## src/rtl/demux5_skid.sv

```systemverilog
// demux5_skid: registered 1-to-5 valid/ready demux, one holding slot per output.
// Optional macro DEMUX_SEL_CHECK_EN: drop sel 5..7 beats and flag err_sel.
module demux5_skid #(
    parameter int WIDTH = 32
) (
    input  logic             clk,
    input  logic             reset_n,
    input  logic             in_valid,
    output logic             in_ready,
    input  logic [2:0]       in_sel,
    input  logic [WIDTH-1:0] in_data,
    output logic [4:0]       out_valid,
    input  logic [4:0]       out_ready,
    output logic [WIDTH-1:0] out_data0,
    output logic [WIDTH-1:0] out_data1,
    output logic [WIDTH-1:0] out_data2,
    output logic [WIDTH-1:0] out_data3,
    output logic [WIDTH-1:0] out_data4,
    output logic             err_sel
);

    logic [4:0]       tgt_oh;
    logic             sel_bad;
    logic [4:0]       slot_free;
    logic             accept;
    logic [4:0]       load;
    logic [WIDTH-1:0] slot_q [5];

    // Decode in_sel to a one-hot target; s[2] dominates the low bits.
    always_comb begin
        tgt_oh  = 5'b00000;
        sel_bad = 1'b0;
        unique case (1'b1)
            in_sel[2] & (in_sel[1:0] == 2'd0): tgt_oh = 5'b10000;
            in_sel[2] & (in_sel[1:0] != 2'd0): begin
`ifdef DEMUX_SEL_CHECK_EN
                sel_bad = 1'b1;
`else
                tgt_oh  = 5'b10000;
`endif
            end
            ~in_sel[2] & (in_sel[1:0] == 2'd0): tgt_oh = 5'b00001;
            ~in_sel[2] & (in_sel[1:0] == 2'd1): tgt_oh = 5'b00010;
            ~in_sel[2] & (in_sel[1:0] == 2'd2): tgt_oh = 5'b00100;
            ~in_sel[2] & (in_sel[1:0] == 2'd3): tgt_oh = 5'b01000;
            default: tgt_oh = 5'b00000;
        endcase
    end

    // A slot can take a beat if empty or draining this cycle.
    assign slot_free = ~out_valid | out_ready;

    // Illegal selects are swallowed, so they never stall the producer.
    assign in_ready = sel_bad | (|(tgt_oh & slot_free));
    assign accept   = in_valid & in_ready;
    assign load     = tgt_oh & {5{accept}};

    // Slot valid: set on load, cleared on drain, held while stalled.
    always_ff @(posedge clk or negedge reset_n) begin
        if (!reset_n) begin
            out_valid <= 5'b00000;
        end else begin
            out_valid <= load | (out_valid & ~out_ready);
        end
    end

    genvar g;
    generate
        for (g = 0; g < 5; g++) begin : g_slot
            // Slot payload: capture on load, otherwise keep last beat.
            always_ff @(posedge clk or negedge reset_n) begin
                if (!reset_n) begin
                    slot_q[g] <= '0;
                end else if (load[g]) begin
                    slot_q[g] <= in_data;
                end
            end
        end
    endgenerate

    assign out_data0 = slot_q[0];
    assign out_data1 = slot_q[1];
    assign out_data2 = slot_q[2];
    assign out_data3 = slot_q[3];
    assign out_data4 = slot_q[4];

`ifdef DEMUX_SEL_CHECK_EN
    // Sticky flag: any beat offered with an illegal select.
    always_ff @(posedge clk or negedge reset_n) begin
        if (!reset_n) begin
            err_sel <= 1'b0;
        end else if (in_valid & sel_bad) begin
            err_sel <= 1'b1;
        end
    end
`else
    assign err_sel = 1'b0;
`endif

endmodule

```

## config.mk

```make
export PLATFORM = sky130hd
export DESIGN_NAME = demux5_skid
export DESIGN_NICKNAME = d
export VERILOG_FILES = /design/src/rtl/demux5_skid.sv
export SDC_FILE = /design/constraint.sdc
export NUM_CORES = 1
export LEC_CHECK = 0
export ABC_CLOCK_PERIOD_IN_PS = 4300
export CORE_MARGIN = 3
export CORE_UTILIZATION = 45
export CTS_CLUSTER_SIZE = 12
export DETAILED_ROUTE_END_ITERATION = 10
export PLACE_DENSITY = 0.79
export SLEW_MARGIN = 40
export SYNTH_ARGS = -nofsm -noshare
export SYNTH_HDL_FRONTEND = slang
export SYNTH_SLANG_ARGS = --single-unit
```

## constraint.sdc

```tcl
create_clock -name clk -period 4.3 [get_ports clk]
set_clock_uncertainty 0.1 [all_clocks]
set_input_delay 0.43 -clock clk [delete_from_list [all_inputs] [get_ports clk]]
set_output_delay 0.43 -clock clk [all_outputs]
set_load 0.02 [all_outputs]
```

# After elaboration in Yosys (flattened, before gate mapping)

Cells that the tools add are included.

Multiply operators: 0
Bitwise gates (word level): 15
Shifts and indexed selects: 0
Reduce and logical (&&, ||, !) cells: 4
$lt $le $gt $ge: 0
Add/subtract/negate cells: 0
Equality and inequality tests: 3
Muxes and demuxes: 1
Divide/modulo/power cells: 0

Operators by type and width:

| cell               | number |
|---|---|
| $pmux 5 s5         | 1 |
| $and 5x5->5        | 3 |
| $not 5->5          | 2 |
| $or 5x5->5         | 2 |
| $and 1x1->1        | 7 |
| $reduce_or 5->1    | 1 |
| $eq 2x2->1 const B | 2 |
| $eq 2x1->1 const B | 1 |
| $logic_not 2->1    | 1 |
| $reduce_bool 2->1  | 1 |
| $reduce_or 2->1    | 1 |
| $not 1->1          | 1 |

Bits in read-only memories: 0
Output and inout port bits: 167
Register bits: 165
Bits in latches: 0
Memories kept: 0
RAM bits: 0

# Depth between registers and ports, before layout

Gate-level depths: netlist (run 1).

Word-level depth: 9
Depth in mapped cells: 6

# Worst setup path after synthesis (run 1)

OpenSTA, ideal clock, no wires.

Kind: register -> register
Start point: reg out_valid[2]
End point: reg slot_q, in the netlist out_data3[10]
Clock period less this slack: 1.964 ns
Setup time: 0.127 ns
Buffers on the path: 2
Stages on the path, launching flop included: 7
Arrival time: 1.736 ns
Slack: 2.336 ns
Path through: dfrtp_1 -> nor3b_1 -> a311oi_2 -> o2111a_1 -> buf_4 -> buf_6 -> mux2_1

Word-level cells in the longest chain between the ends: 6

RTL lines:

| element                        | RTL line | source |
|---|---|---|
| start: declaration             | 12       | `output logic [4:0] out_valid,` |
| start signal: assignment       | 63       | `out_valid <= load \| (out_valid & ~out_ready);` |
| $not 5->5                      | 51       | `assign slot_free = ~out_valid \| out_ready;` |
| $or 5x5->5                     | 51       |  |
| $and 5x5->5                    | 54       | `assign in_ready = sel_bad \| (\|(tgt_oh & slot_free));` |
| $reduce_or 5->1                | 54       |  |
| $and 1x1->1                    | 55       | `assign accept = in_valid & in_ready;` |
| $and 5x5->5                    | 56       | `assign load = tgt_oh & {5{accept}};` |
| end signal: indexed assignment | 75       | `slot_q[g] <= in_data;` |
| end: declaration               | 27       | `logic [WIDTH-1:0] slot_q [5];` |

No other way between the ends.
A chain may end at the register's enable or synchronous reset.

# Worst setup path in the final report (run 1)

Start point: in in_sel[2]
End point: out in_ready

Word-level cells in the longest chain between the ends: 5
Elaborated cells on any way between the ends: 11
Classes of those cells: 1 x mux; 8 x bitwise; 2 x reduce/logical

RTL lines:

| element                                                  | RTL line | source |
|---|---|---|
| start: declaration                                       | 10       | `input logic [2:0] in_sel,` |
| $and 1x1->1 (tied with other cells)                      | 34       | `in_sel[2] & (in_sel[1:0] == 2'd0): tgt_oh = 5'b10000;` |
| $reduce_or 2->1 (no source line) (tied with other cells) | --       |  |
| $pmux 5 s5 *                                             | 33       | `unique case (1'b1)` |
| $and 5x5->5 *                                            | 54       |  |
| $reduce_or 5->1 *                                        | 54       |  |
| end: declaration                                         | 9        | `output logic in_ready,` |

Mark *: on every way between the ends. The rest lies on a longest branch, timed or not.

==> metrics, run 1 <==
status=finished, violations left; failing checks=negative hold slack; Switching Power=1.49 mW; yosys warns=0; total grt overflow=0; most frequent cell after synthesis=dfrtp_1; worst hold slack=-0.0161 ns; Logic pwr share=between 30% and 40%; cell count after synthesis=around 370; CTS Sinks=roughly 170; Detailed Place HPWL=between 10,000 and 15,000 microns; Die H=125 microns; diode count=0; Reg power frac=just under 40%; setup TNS=0 ns; FF-to-FF path depth=5; Post-CTS Hold Fix Bufs=0; Max Clk Rate=~0.33 GHz; Post-synth EDFFs=0; clk_lat worst skew=0.42 ns; library cells used by synthesis=26; Primary FF master, synth=dfrtp_1; CTS Root Buffer Type=clkbuf_16; WP data required=3.77 ns; DP Area=between 8000 and 9000 sq um; DP Worst Slack=about 1.2 ns; routed wire length=around 15,000 microns; most frequent CP cell=clkdlybuf4s50_1; initial antenna violation count=0; Filler Cell Count=roughly 920; mapped cell area=around 6400 sq um; post-CTS setup buffer count=0; CTS tree=done; RSZ-0062 raised after global routing=no; maxcap violations=0; detailed-route vias per instance=5.08; Leakage=a little over 4 nW; slowest CP cell=clkdlybuf4s50_1; worst reg2reg path endpoint=out_data2[0]; max incr delay on CP=around 0.67 ns; Buffers on Ports=roughly 210; site row count=42; first-pass GRT wire length=about 25,000 microns; Initial Util=a little under half; largest net degree at the start of global routing=just under 100; Yosys reg bits=165; Mapped Avg Cell Area=~17 sq um; I/O pin cnt=between 200 and 250; Final Hold Vio Count=7; final net count=630; fin cells=775; flop2flop setup slack=1.71 ns; Routed Antenna Nets=0; Placer Congestion=between 0.7 and 0.8; fin crit share=roughly 70%; CP arrival=2.49 ns; cell taking the most area after synthesis=dfrtp_1; via count=about 3,900; FFs w/ async S/R, synth=100%; CP Capture Type=output port; vias in the first global route=approximately 4,400; Int Pwr=roughly 3.7 mW; DRC errors left=0; largest cells by area after synthesis=dfrtp_1, mux2_2, mux2_4, mux2_1, buf_6; crit path cell chain=clkdlybuf4s50_1, and2b_2, nor3b_1, nor3_1, o21ai_0, clkdlybuf4s50_1; detailed router's first-iteration violation count=around 160; CTS H-tree lvls=4; Final min period=3.02 ns; post-cts sizing count=0; CTS Buffer Depth=2; dpl cells=around 740; fin. max-slew vios=0; DR WL/cell=19.9 microns; Crit Path Max Fanout=5; actual slew at the worst max-slew pin=~0.80 ns; Worst Setup Path Type=input pin to output port; post-route cell area=9290 sq um; Slew HR=a little under half; Seq/Total Area, Yosys=between 60% and 70%; Die W=~120 microns; Sw Share=~29%; Worst-path clk slew=around 0.060 ns; Setup WS post-layout=roughly 1.3 ns; pwr/cell area=557 nW/um^2; worst r2r src=out_valid[2]; Clk pwr share=30.0%; Setup crit start kind=input pin; GRT Total Usage=between 20% and 30%; commonest cells in the netlist=dfrtp_1, mux2_2, mux2_1; total CTS buffers=17; worst hold path type=input pin to asynchronous set/reset pin; Max IR drop VDD=0.305 mV; DR pass1 iterations=4; Syn Nets=approximately 420; area share of the largest cell type after synthesis=64.9%; layout cell share with drive strength beyond 1=approximately 29%; full die area=15,600 sq um; core area=about 14,000 sq um; area grow syn2layout=45.9%; final setup violation count=0
## power groups by stage
| stage | combinational, mW | clock (mW) | sequential, mW |
|---|---|---|---|
| after floorplan | 0.333 | 0 | 2.45 |
| after global placement | 1.55 | 0 | 2.06 |
| after detailed placement | 1.58 | 0 | 2.08 |
| after CTS | 1.59 | 1.58 | 2.06 |
| after global routing | 1.65 | 1.66 | 2.10 |
| final | 1.57 | 1.55 | 2.05 |
## worst max-delay path: cells and delay by family
kind                   cells  cell delay (ns)
buffers and inverters      2             1.14
AND/OR/NAND/NOR            3             0.82
AO/OA/AOI/OAI              1             0.11
## how the worst max path moves through the flow
| stage | depth (start not counted) | from | to |
|---|---|---|---|
| 3_5_place_dp | 6 | in_sel[0] | out_data2[0] |
| 6_report | 6 | in_sel[2] | in_ready |
| 2_1_floorplan | 6 | out_valid[2] | out_data3[10] |
| 3_3_place_gp | 5 | in_sel[1] | out_data3[31] |
| 5_1_grt | 6 | in_sel[2] | in_ready |
| 4_1_cts | 6 | in_sel[2] | in_ready |
## final cells by class
class	count	area [sq um]	area share [%]
multi-input cells	187	2140	23.0
clock buffers	23	488	5.26
repair buffers	214	2180	23.5
flip-flops and latches	165	4130	44.5
clock inverters	8	123	1.32
inverters	2	7.51	0.0809
well taps	176	220	2.37
## placed cells by master, fill, tap and decap left out, types with 3 or more instances in the layout
cell type / n
dfrtp_1: 165
mux2_2: 98
clkdlybuf4s50_1: 207
bufinv_16: 3
clkbuf_8: 5
mux2_4: 29
nand2_1: 5
clkbuf_16: 17
buf_4: 3
clkinvlp_4: 3
mux2_1: 33
## registers in the layout, indices dropped and copies added (netlist names)
signal,cells
out_data2,32
out_data0,32
out_valid,5
out_data1,32
out_data3,32
out_data4,32
## metrics by stage
stage	utilization, %	total power, mW
global placement	63.3	3.60
detailed placement	64.0	3.65
floorplan	-	2.79
global route	68.5	5.40
finish	68.5	5.17
CTS	68.5	5.22
## cell families after synthesis
logic type | count (synthesis) | synth area share (%)
AO/OA/AOI/OAI | 7 | 1.04
buffers and inverters | 20 | 2.18
other | 1 | 0.0589
flip-flops | 165 | 64.9
AND/OR/NAND/NOR | 19 | 1.79
multiplexers | 160 | 30.0
## layer usage
metal | vias to the layer above | part of all wire (%) | track usage, %
met5 | - | 0 | 0
met4 | 0 | 1.4 | 6.31
met3 | 20 | 8.8 | 8.10
met2 | 143 | 47 | 32.7
met1 | 2032 | 43 | 25.8
li1 | 1741 | - | -
No activity file was read; power rests on OpenSTA's default activity.
==> run 2: changes to the inputs <==
- ABC_CLOCK_PERIOD_IN_PS: 4300 -> 3000
- clock period: 4.3 -> 3 ns (I/O delays scaled with it)
==> metrics, run 2 (synthesized netlist as in run 1, its figures left out) <==
final core utilization=between 60% and 70%; actual slew at the worst max-slew pin=about 0.6 ns; Reg power frac=around two fifths; Multi-input gate area=between 2000 and 2500 sq um; RSZ-0062 raised after global routing=no; CP Capture Type=output port; CTS Buffer Depth=2; Slew HR=~60%; FF-to-FF path depth=5; WP data required=about 2.6 ns; maxcap violations=0; CTS Sinks=165; total CTS buffers=17; most common cell after layout, fill and taps aside=clkdlybuf4s50_1; Max Clk Rate=between 0.3 and 0.4 GHz; worst reg2reg path endpoint=out_data3[1]; pwr/cell area=between 700 and 800 nW/um^2; Buffers on Ports=approximately 210; Detailed Place HPWL=11,100 microns; detailed router's first-iteration violation count=189; layout cell share with drive strength beyond 1=between 20 and 30%; Initial Util=46.9%; CTS H-tree lvls=4; Final min period=~2.7 ns; final net count=~640; Sw Share=just under 30%; Switching Power=2.15 mW; via count=between 4,000 and 5,000; core area=~14,000 sq um; detailed-route vias per instance=between 5 and 6; GRT Total Usage=around 21%; CP arrival=roughly 2.3 ns; Worst Setup Path Type=input pin to output port; fin crit share=between 80 and 90%; routed wire length=about 16,000 microns; most frequent cells in the layout=clkdlybuf4s50_1, dfrtp_1, mux2_2; Placer Congestion=roughly 0.8; worst hold path type=input pin to asynchronous set/reset pin; largest net degree at the start of global routing=75; full die area=roughly 16,000 sq um; Logic pwr share=about 31%; Setup crit start kind=input pin; Clk pwr share=28.6%; Worst-path clk slew=about 0.060 ns; Final Hold Vio Count=0; CTS Root Buffer Type=clkbuf_16; Filler Cell Count=912; Leakage=approximately 4.2 nW; DR pass1 iterations=4; flop2flop setup slack=0.79 ns; FF/Latch Area=4130 sq um; I/O pin cnt=210; Crit Path Max Fanout=6; post-CTS setup buffer count=0; Routed Antenna Nets=0; DR WL/cell=between 15 and 20 microns; area grow syn2layout=45.9%; worst r2r src=out_valid[2]; setup TNS=0 ns; clk_lat worst skew=roughly 0.41 ns; Die H=125 microns; final setup violation count=0; fin. max-slew vios=0; total grt overflow=0; DP Area=~8700 sq um; diode count=0; site row count=42; post-route cell area=about 9300 sq um; Int Pwr=between 5 and 6 mW; DRC errors left=0; CTS tree=done; initial antenna violation count=0; first-pass GRT wire length=between 20,000 and 30,000 microns; vias in the first global route=4,483; status=complete, no violations; Max IR drop VDD=0.545 mV; Die W=about 120 microns
[run 2: changes by cell type in the layout (fill, tap and decap cells not counted), sizes merged]
cell         change
buf              +7
clkinv           +5
bufinv           -2
clkbuf           -2
clkinvlp         -1
dlygate4sd3      +1
[run 2: how the worst max path moves through the flow]
stage / start / end / slack, ns
6_report: in_sel[1] / in_ready / 0.33
5_1_grt: out_valid[2] / in_ready / 0.21
4_1_cts: in_sel[1] / in_ready / 0.34
3_5_place_dp: in_sel[1] / in_ready / 0.35
3_3_place_gp: in_sel[1] / in_ready / 0.43
2_1_floorplan: out_valid[2] / out_data3[10] / 1.04
[run 2: cell type report]
type | count | share of cell area (%)
clock buffers | 22 | 5.21
clock inverters | 10 | 1.06
inverters | 2 | 0.0809
multi-input cells | 187 | 22.9
flip-flops and latches | 165 | 44.5
well taps | 176 | 2.37
repair buffers | 221 | 23.9
[run 2: metrics by stage]
stage / instances / hold WS [ns] / power (mW) / setup WS, ns
floorplan: 372 / -0.0956 / 3.99 / 1.04
global placement: 750 / 0.222 / 5.17 / 0.425
detailed placement: 750 / 0.231 / 5.24 / 0.349
CTS: 783 / 0.354 / 7.35 / 0.336
global route: 783 / 0.385 / 7.60 / 0.210
finish: 783 / 0.345 / 7.27 / 0.334
[run 2: critical path, cell delays in order]
cell	delay (ns)
clkdlybuf4s50_1	0.61
nand2b_1	0.12
a311oi_2	0.37
nor3_1	0.10
o21ai_0	0.11
clkdlybuf4s50_1	0.65
[run 2: layer usage]
layer / share of wire, % / GRT usage, %
met4: 1.1 / 5.23
met3: 8.6 / 8.53
met2: 48 / 33.2
met5: 0 / 0
met1: 42 / 26.0
[run 2: timing repair]
action	in CTS	in global routing
hold buffers	1	0
hold endpoints to repair	62	0
resized for setup	0	0
[run 2: power groups by stage]
stage / Clock (mW) / Combinational, mW / Sequential (mW)
floorplan: 0 / 0.477 / 3.52
global placement: 0 / 2.22 / 2.95
detailed placement: 0 / 2.26 / 2.98
CTS: 2.13 / 2.27 / 2.95
global route: 2.24 / 2.35 / 3.00
finish: 2.08 / 2.24 / 2.94
==> run 3: changes to the inputs <==
- ABC_CLOCK_PERIOD_IN_PS: 3000 -> 2900
- clock period: 3 -> 2.9 ns (I/O delays scaled with it)
==> metrics, run 3 (synthesized netlist as in run 1, its figures left out) <==
Worst Setup Path Type=input pin to output port; Crit Path Max Fanout=5; Initial Util=between 40 and 50%; site row count=42; DRC errors left=0; RSZ-0062 raised after global routing=no; fin cells=784; status=complete, no violations; CP arrival=approximately 2.3 ns; CTS Root Buffer Type=clkbuf_16; Logic pwr share=between 30% and 40%; final setup violation count=0; pwr/cell area=roughly 800 nW/um^2; CTS Buffer Depth=2; total CTS buffers=17; largest net degree at the start of global routing=75; Reg power frac=39.6%; most common cell after layout, fill and taps aside=clkdlybuf4s50_1; Int Pwr=about 5.4 mW; Buffers on Ports=around 210; Worst-path clk slew=around 0.06 ns; I/O pin cnt=210; clk_lat worst skew=just over 0.4 ns; most frequent cells in the layout=clkdlybuf4s50_1, dfrtp_1, mux2_2; GRT Total Usage=between 20% and 30%; final net count=about 640; fin. max-slew vios=0; dpl cells=between 700 and 800; Clk pwr share=30.1%; layout cell share with drive strength beyond 1=29.6%; worst hold path type=input pin to asynchronous set/reset pin; first-pass GRT wire length=between 20,000 and 25,000 microns; Sw Share=between 20% and 30%; Die H=between 100 and 150 microns; vias in the first global route=between 4,000 and 5,000; Setup crit start kind=input pin; via count=around 4,000; Leakage=around 4.2 nW; Placer Congestion=0.803; Final Hold Vio Count=0; area grow syn2layout=46.6%; total grt overflow=0; Slew HR=59.4%; Final min period=roughly 2.7 ns; Max Clk Rate=between 0.3 and 0.4 GHz; core area=between 10,000 and 15,000 sq um; Detailed Place HPWL=10,900 microns; Routed Antenna Nets=0; routed wire length=15,600 microns; full die area=~16,000 sq um; maxcap violations=0; CTS H-tree lvls=4; setup TNS=0 ns; detailed router's first-iteration violation count=roughly 140; actual slew at the worst max-slew pin=between 0.6 and 0.7 ns; diode count=0; CP Capture Type=output port; DR pass1 iterations=4; Die W=~120 microns; CTS tree=done; Max IR drop VDD=between 0.4 and 0.5 mV; Switching Power=about 2.2 mW; WP data required=approximately 2.5 ns; Filler Cell Count=~950; fin crit share=91.5%; initial antenna violation count=0; detailed-route vias per instance=about 5.1; DR WL/cell=about 20 microns; CTS Sinks=about 170
-- run 3: layout make-up --
class                      count  area, sq um  share of cell area (%)
clock inverter                11          150                    1.61
clock buffer                  21          470                    5.04
inverter                       2         7.51                  0.0805
timing repair buffer         222         2230                    23.9
multi-input combinational    187         2120                    22.8
tap                          176          220                    2.36
sequential                   165         4130                    44.3
-- run 3: power groups by stage --
stage	registers, mW	clock network [mW]	logic [mW]
CTS	3.04	2.36	2.35
floorplan	3.64	0	0.493
global placement	3.05	0	2.30
global route	3.10	2.47	2.44
detailed placement	3.08	0	2.34
finish	3.04	2.32	2.33
-- run 3: path summary, 6_finish.rpt --
| check | from | to | slack [ns] | depth (start not counted) |
|---|---|---|---|---|
| worst max-delay path | in_sel[2] | in_ready | 0.25 | 6 |
| worst min-delay path | reset_n | out_data1[26] | 0.35 | 2 |
| worst max register to register | out_valid[2] | out_data3[19] | 0.73 | 5 |
| worst min register to register | out_data3[12] | out_data3[12] | 0.39 | 1 |
| max in group asynchronous | reset_n | out_data1[9] | 1.56 | 3 |
| min in group clk | out_ready[2] | out_valid[2] | 0.37 | 2 |
-- run 3: metrics by stage --
step           hold WS, ns  utilization, %  setup WS [ns]  power [mW]  area [sq um]
3_5_place_dp         0.216            64.2          0.266        5.42          8700
2_1_floorplan       -0.106               -          0.936        4.13          6360
6_report             0.350            68.8          0.246        7.68          9330
3_3_place_gp         0.207            64.2          0.346        5.35          8700
4_1_cts              0.343            68.8          0.234        7.76          9330
5_1_grt              0.371            68.8         0.0994        8.01          9330
-- run 3: what timing repair did --
| item | in CTS | in global routing |
|---|---|---|
| hold endpoints to repair | 63 | 0 |
| setup buffers | 0 | 0 |
| gates resized for setup | 0 | 0 |
| hold buffers | 1 | 0 |
-- run 3: worst max-delay path: stages --
cell and delay [ns]:
clkdlybuf4s50_1 0.49, and2b_2 0.30, nor3b_1 0.35, nor3_1 0.09
o21ai_0 0.10, clkdlybuf4s50_1 0.64
-- run 3: metal layers --
metal	global-route usage [%]	up-vias	routed length (microns)
met3	8.62	19	1360
met1	25.6	2055	6590
met2	32.7	149	7450
li1	-	1759	-
met4	5.80	0	200
met5	0	-	0
